`config.mk`:
```
export PLATFORM = sky130hd
export DESIGN_NAME = memshare_ibram_remap_loader
export DESIGN_NICKNAME = d
export VERILOG_FILES = /design/src/rtl/memshare_ibram_remap_loader_pkg.sv /design/src/rtl/memshare_ibram_remap_loader_addr_cnt.sv /design/src/rtl/memshare_ibram_remap_loader.sv
export SDC_FILE = /design/constraint.sdc
export NUM_CORES = 1
export LEC_CHECK = 0
export CAP_MARGIN = 25
export CELL_PAD_IN_SITES_DETAIL_PLACEMENT = 0
export CELL_PAD_IN_SITES_GLOBAL_PLACEMENT = 1
export CORE_UTILIZATION = 32
export DETAILED_ROUTE_END_ITERATION = 16
export GPL_ROUTABILITY_DRIVEN = 0
export PLACE_DENSITY = 0.81
export SLEW_MARGIN = 20
export SYNTH_ARGS = -nofsm -noshare
export SYNTH_HDL_FRONTEND = slang
export SYNTH_SLANG_ARGS = --single-unit
```
`constraint.sdc`:
```
create_clock -name write_clk -period 1.4 [get_ports write_clk]
set_input_delay 0.28 -clock write_clk [delete_from_list [all_inputs] [get_ports write_clk]]
set_output_delay 0.28 -clock write_clk [all_outputs]
set_load 0.02 [all_outputs]
```
`src/rtl/memshare_ibram_remap_loader_pkg.sv`:
```
// Shared configuration for the IB-RAM remap loader: geometry, widths and loader state type.
package memshare_ibram_remap_loader_pkg;

   localparam int unsigned SHARE_GROUP_SIZE      = 4;
   localparam int unsigned QUAN_SIZE             = 4;
   localparam int unsigned ROW_NUM               = 8;
   localparam int unsigned ROW_ADDR_WIDTH        = $clog2(ROW_NUM);
   localparam int unsigned COL_NUM               = 4;
   localparam int unsigned COL_SEL_WIDTH         = 2;
   localparam int unsigned COL_CNT_WIDTH         = (COL_NUM > 1) ? $clog2(COL_NUM) : 1;
   localparam int unsigned IBRAM_REMAP_VEC_WIDTH = QUAN_SIZE * SHARE_GROUP_SIZE;
   localparam int unsigned RANK_COL_ADDR_WIDTH   = COL_SEL_WIDTH * SHARE_GROUP_SIZE;
   localparam int unsigned LOAD_WORDS            = ROW_NUM * COL_NUM;

   typedef enum logic [1:0] {
      ST_IDLE  = 2'd0,
      ST_LOAD  = 2'd1,
      ST_FLUSH = 2'd2,
      ST_DONE  = 2'd3
   } loader_state_e;

endpackage

```
`src/rtl/memshare_ibram_remap_loader_addr_cnt.sv`:
```
// Row/column write-address counter for the remap loader; rows advance first, columns on row wrap.
module memshare_remap_addr_cnt
   import memshare_ibram_remap_loader_pkg::*;
(
   input  logic                      write_clk,
   input  logic                      rst,
   input  logic                      clr,
   input  logic                      inc,
   output logic [ROW_ADDR_WIDTH-1:0] row_cnt,
   output logic [COL_CNT_WIDTH-1:0]  col_cnt,
   output logic                      last_c
);

   logic row_wrap_c;
   logic col_wrap_c;

   assign row_wrap_c = (row_cnt == ROW_ADDR_WIDTH'(ROW_NUM - 1));
   assign col_wrap_c = (col_cnt == COL_CNT_WIDTH'(COL_NUM - 1));
   assign last_c     = row_wrap_c && col_wrap_c;

   always_ff @(posedge write_clk or posedge rst) begin
      if (rst) begin
         row_cnt <= '0;
         col_cnt <= '0;
      end else if (clr) begin
         row_cnt <= '0;
         col_cnt <= '0;
      end else if (inc) begin
         if (row_wrap_c) begin
            row_cnt <= '0;
            col_cnt <= col_wrap_c ? '0 : COL_CNT_WIDTH'(col_cnt + COL_CNT_WIDTH'(1));
         end else begin
            row_cnt <= ROW_ADDR_WIDTH'(row_cnt + ROW_ADDR_WIDTH'(1));
         end
      end
   end

endmodule

```
`src/rtl/memshare_ibram_remap_loader.sv`:
```
// Streams IB-LUT page rows into the shared IB-RAM rank, column-major, and holds off
// rank reads while a reload is in flight.
module memshare_ibram_remap_loader
   import memshare_ibram_remap_loader_pkg::*;
(
   input  logic                             write_clk,
   input  logic                             rst,
   input  logic                             start_i,
   input  logic                             lut_valid_i,
   input  logic [IBRAM_REMAP_VEC_WIDTH-1:0] lut_data_i,
   output logic                             lut_ready_o,
   output logic [IBRAM_REMAP_VEC_WIDTH-1:0] remap_dataIn_vec_o,
   output logic [ROW_ADDR_WIDTH-1:0]        remap_rowAddr_o,
   output logic [RANK_COL_ADDR_WIDTH-1:0]   memShare_colSel_vec_o,
   output logic                             nRemap_en_o,
   output logic                             rank_rd_hold_o,
   output logic                             done_o,
   output logic                             busy_o
);

   loader_state_e state_q;
   loader_state_e state_d;

   logic                      xfer_c;
   logic                      cnt_clr_c;
   logic                      last_c;
   logic                      ready_d;
   logic                      busy_d;
   logic                      hold_d;
   logic                      done_d;
   logic [ROW_ADDR_WIDTH-1:0] row_cnt;
   logic [COL_CNT_WIDTH-1:0]  col_cnt;

   // ready is only ever high in LOAD, so it doubles as the accept qualifier
   assign xfer_c = lut_valid_i && lut_ready_o;

   memshare_remap_addr_cnt u_addr_cnt (
      .write_clk (write_clk),
      .rst       (rst),
      .clr       (cnt_clr_c),
      .inc       (xfer_c),
      .row_cnt   (row_cnt),
      .col_cnt   (col_cnt),
      .last_c    (last_c)
   );

   // Next-state and next-value of the registered status outputs
   always_comb begin
      state_d   = state_q;
      cnt_clr_c = 1'b0;
      unique case (state_q)
         ST_IDLE: begin
            if (start_i) begin
               state_d   = ST_LOAD;
               cnt_clr_c = 1'b1;
            end
         end
         ST_LOAD: begin
            if (xfer_c && last_c) begin
               state_d = ST_FLUSH;
            end
         end
         ST_FLUSH: state_d = ST_DONE;
         ST_DONE:  state_d = ST_IDLE;
         default:  state_d = ST_IDLE;
      endcase
      ready_d = (state_d == ST_LOAD);
      busy_d  = (state_d == ST_LOAD) || (state_d == ST_FLUSH);
      hold_d  = (state_d != ST_IDLE);
      done_d  = (state_d == ST_DONE);
   end

   always_ff @(posedge write_clk or posedge rst) begin
      if (rst) begin
         state_q <= ST_IDLE;
      end else begin
         state_q <= state_d;
      end
   end

   // Write port and status registers; address/data only move on an accepted word
   always_ff @(posedge write_clk or posedge rst) begin
      if (rst) begin
         lut_ready_o           <= 1'b0;
         busy_o                <= 1'b0;
         rank_rd_hold_o        <= 1'b0;
         done_o                <= 1'b0;
         nRemap_en_o           <= 1'b1;
         remap_dataIn_vec_o    <= '0;
         remap_rowAddr_o       <= '0;
         memShare_colSel_vec_o <= '0;
      end else begin
         lut_ready_o    <= ready_d;
         busy_o         <= busy_d;
         rank_rd_hold_o <= hold_d;
         done_o         <= done_d;
         nRemap_en_o    <= ~xfer_c;
         if (xfer_c) begin
            remap_dataIn_vec_o    <= lut_data_i;
            remap_rowAddr_o       <= row_cnt;
            memShare_colSel_vec_o <= {SHARE_GROUP_SIZE{COL_SEL_WIDTH'(col_cnt)}};
         end
      end
   end

endmodule

```
After elaboration in Yosys (flattened, before gate mapping). Cells that the tools add are included.

Output and inout port bits: 32. Logic and storage cells: 43. Flip-flop bits (word level): 39. Input port bits: 20.

Muxes and demuxes: 12. Bitwise logic cells: 1. Reduce and logical (&&, ||, !) cells: 9. $add $sub $neg: 2. Equal/unequal tests: 8.

Operators with widths (number): $mux 2 (6); $eq 2x2->1 const B (5); $mux 3 (3); $pmux 2 s4 (1); $reduce_bool 2->1 (3); $eq 2x1->1 const B (2); $add 3x1->3 const B (1); $eq 3x3->1 const B (1); $logic_and 1x1->1 (3); $add 2x1->2 const B (1); $logic_not 2->1 (1); $mux 1 (2); $reduce_and 2->1 (1); $logic_or 1x1->1 (1); $not 1->1 (1).

Logic depth before layout (Yosys ltp).
Depth in word-level cells: 7. Gate-level depth with buffers: 6. Gate-level depth less buffers: 6.

Hierarchy. A second synthesis with hierarchy kept.

Cells, all modules: 98. Area, all modules: 1492.7 um^2.

Modules (own cells, without submodules): memshare_ibram_remap_loader (area each 1216.2 um^2, instances 1, cells an instance 73, seq. area each 701.9 um^2); memshare_remap_addr_cnt (area each 276.5 um^2, instances 1, cells an instance 25, seq. area each 125.1 um^2).

Worst setup path after synthesis. No wires, ideal clock.

Kind: flip-flop to flip-flop. Start point: reg u_addr_cnt.row_cnt[0]. End point: reg busy_o. Required time: 1.274 ns. Clock period less this slack: 1.488 ns. Setup time: 0.126 ns. Arrival time: 1.362 ns. Path slack: -0.088 ns. Stages on the path, launching flop included: 6. Buffers on the path: 0. Cells stage by stage: dfrtp_1 ha_1 ha_1 nand4_1 o21ba_2 ha_1.

Longest elaborated chain between the ends: 7. Elaborated cells between the ends (all ways): 8. Those cells by class: eq/ne (3); mux (2); reduce/logical (3).

Ends and longest elaborated chain: from (decl) (line memshare_ibram_remap_loader_addr_cnt.sv:9) `output logic [ROW_ADDR_WIDTH-1:0] row_cnt,`; from (signal assigned) (line memshare_ibram_remap_loader_addr_cnt.sv:33) `row_cnt <= ROW_ADDR_WIDTH'(row_cnt + ROW_ADDR_WIDTH'(1));`; $eq 3x3->1 (*) (line memshare_ibram_remap_loader_addr_cnt.sv:17) `assign row_wrap_c = (row_cnt == ROW_ADDR_WIDTH'(ROW_NUM - 1));`; $logic_and 1x1->1 (*) (line memshare_ibram_remap_loader_addr_cnt.sv:19) `assign last_c = row_wrap_c && col_wrap_c;`; $logic_and 1x1->1 (*) (line memshare_ibram_remap_loader.sv:59) `if (xfer_c && last_c) begin`; $mux 2 (*) (line memshare_ibram_remap_loader.sv:59); $pmux 2 s4 (*) (line memshare_ibram_remap_loader.sv:51) `unique case (state_q)`; $eq 2x1->1 / $eq 2x2->1 (equally long branches) (line memshare_ibram_remap_loader.sv:68) `busy_d = (state_d == ST_LOAD) || (state_d == ST_FLUSH);`; $logic_or 1x1->1 (*) (line memshare_ibram_remap_loader.sv:68); via busy_d (line memshare_ibram_remap_loader.sv:28) `logic busy_d;`; to (signal assigned) (line memshare_ibram_remap_loader.sv:94) `busy_o <= busy_d;`; to (decl) (line memshare_ibram_remap_loader.sv:18) `output logic busy_o`.

The timed path passes the listed nets; every way through them passes the cells marked *. A chain may end at the register's enable or synchronous reset.

Worst setup path after layout. Ends and elaborated chain as after synthesis.

==> impl_metrics.ini <==
[outcome]
status = finished, violations left
failed_checks = negative setup slack

[sta]
worst_pin_slew_ps = 297
rsz0062_at_grt = true
hold_violations = 0
setup_tns_ps = -62.8
slew_violations = 0
skew_ps = 3.27
setup_ws_ps = -48.0
max_slew_margin_pct = 80.2
fin_crit_ps = 1450
setup_viol = 2
fin_crit_sh_pct = 103
fmax_mhz = 691

[floorplanning]
core_um2 = 4410
io-pin-count = 52
dieHeight_um = 70.4
die-area_um2 = 4950
die_w_um = 70.4
num_rows = 24
start_util_pct = 33.9

[route]
wl_per_cell_um = 14.8
drt-total-wl_mm = 3.16
drtIter0Drc = 31
drcViolationCount = 0
dr.pass1.iters = 4
via_count = 998
ant_nets = 0
avgViaCountPerCell = 4.69

[critical_path]
critPathLaunchType = flop
reg2reg_from = u_addr_cnt.row_cnt[0]
r2r_end = busy_o
cp_common_cell = ha_4
critPathTopFamily = adder cells
cp_data_arrival_time_ps = 1620
ff2ff_path_depth = 5
cp.required_ps = 1570
crit_buf_inv = 0
cp_cell_sequence = ha_4, ha_4, nand4_1, o21ba_2, ha_1
critPathKind = flop to flop
crit_path_max_incr_delay_ps = 400
cp_max_fo = 3
reg2reg_slack_ps = -50
cp-end-kind = flop
crit_path_top_delay_cell = dfrtp_1

[synth]
ys_top_cells_by_count = dfrtp_1, mux2_4, buf_4
synth_flop_cell = dfrtp_1
syn_area_um2 = 1500
yosysSeqAreaShare_pct = 55.3
yosys-top-cells-area = dfrtp_1, mux2_4, ha_1, buf_4, a21bo_2
syn_area_per_cell_um2 = 15.1
yosysMostFrequentCell = dfrtp_1
syn_nets = 124
yosysWarnings = 0
yosys_register_bits = 33
post-synth-top-area-cell = dfrtp_1
synth_top_cell_area_share_pct = 53.6
syn_inst = 99
synth_edf_count = 0
synth-async-reset-ratio_pct = 100
ys_types = 27

[power]
ir_drop_mv = 0.664
p_total_uw = 3540
p_leak_uw = 0.00106
p_per_area_nw_per_um2 = 1580

[clock_tree]
cts_buffer_depth = 2
root_buffer = clkbuf_8
clock-sinks = 33
cts_tree = done
numCtsBuffers = 5
clk_pin_slew_ps = 70
htreeDepth = 2
insertion_delay_ps = 280

[min_path]
hp-class = input pin to asynchronous set/reset pin

[global_routing]
gr-total-overflow = 0
antenna_found_initial = 0
grt_pass1_vias = 1040
grt_first_pass_wirelength_mm = 5.35
grt_use_total_pct = 14.4
grt_max_degree = 24

[cells_and_area]
area_growth_pct = 49.3
num_antenna_cells = 0
fillerInstances = 384
fin_nets = 185
drive_gt1_share_pct = 34.2

[place]
port_buffers = 51
dp_hpwl_mm = 2.35

[job]
max_cap_viol_count = 0
==> per-layer routing <==
metal / track usage [%] / vias up / part of all wire, %
li1: - / 471 / -
met1: 16.7 / 489 / 41
met2: 24.2 / 31 / 52
met3: 2.45 / 7 / 3.5
met4: 9.33 / 0 / 2.8
met5: 0 / - / 0
==> timing repair <==
item | 4_1_cts | 5_1_grt
hold buffers | 0 | 0
endpoints found under the setup margin | 35 | 4
gates resized for setup | 35 | 2
cloned | 0 | 0
buffers inserted | 0 | 0
pin swaps | 2 | 1
==> worst min-delay path, stage by stage <==
cell             delay (ps)
clkdlybuf4s50_1         400
inv_1                    70
buf_4                   180
==> metrics by stage <==
stage	worst slack, ps	area, µm²	hold slack (ps)	instances	utilization [%]
global route	-110	2230	315	213	50.6
global placement	-178	2130	493	205	48.2
CTS	-78.0	2220	293	213	50.3
floorplan	-15.6	1510	408	99	-
finish	-48.0	2230	295	213	50.6
detailed placement	-242	2130	492	205	48.2
==> power by group <==
part / switching [µW] / leakage, µW / total [µW] / internal, µW
clock network: 351 / 0.0000574 / 929 / 578
registers: 146 / 0.000388 / 1310 / 1170
logic: 597 / 0.000611 / 1290 / 695
==> how the worst max path moves through the flow <==
| stage | from | slack (ps) | end | depth (start not counted) |
|---|---|---|---|---|
| CTS | u_addr_cnt.row_cnt[0] | -80 | busy_o | 5 |
| finish | u_addr_cnt.row_cnt[0] | -50 | busy_o | 5 |
| detailed placement | lut_valid_i | -240 | lut_ready_o | 5 |
| floorplan | u_addr_cnt.row_cnt[0] | -20 | busy_o | 5 |
| global placement | lut_valid_i | -180 | busy_o | 4 |
| global route | u_addr_cnt.row_cnt[0] | -110 | busy_o | 5 |
==> flip-flops by register name, indices dropped and copies added, names as in the netlist <==
register	flops
memShare_colSel_vec_o	2
lut_ready_o	1
u_addr_cnt.col_cnt	2
busy_o	1
done_o	1
remap_dataIn_vec_o	16
nRemap_en_o	1
remap_rowAddr_o	3
u_addr_cnt.row_cnt	3
rank_rd_hold_o	1
state_q	2
==> final cells by class <==
| type | instances | area (µm²) | share of cell area [%] |
|---|---|---|---|
| Sequential cell | 33 | 828 | 37.1 |
| Timing Repair Buffer | 64 | 594 | 26.6 |
| Clock buffer | 6 | 82.6 | 3.70 |
| Multi-Input combinational cell | 53 | 613 | 27.5 |
| Tap cell | 52 | 65.1 | 2.91 |
| Clock inverter | 2 | 37.5 | 1.68 |
| Inverter | 3 | 11.3 | 0.504 |
==> cell usage in the layout, fill, tap and decap left out, drive strengths merged, types with 2 or more instances in the layout <==
master,count
dfrtp,32
dlygate4sd2,31
mux2,21
clkdlybuf4s50,19
buf,13
clkbuf,6
ha,5
a21oi,4
inv,3
a21bo,3
nand4b,2
nor2,2
nor2b,2
==> kinds of logic after synthesis <==
family	after synthesis	synth area share [%]
multiplexers	21	20.6
AND/OR/NAND/NOR	15	7.45
AO/OA/AOI/OAI	12	6.19
buffers and inverters	13	6.28
flip-flops	33	55.3
adder cells (fa/ha/maj)	5	4.18
Note: power is estimated with default switching activity, not from simulation.
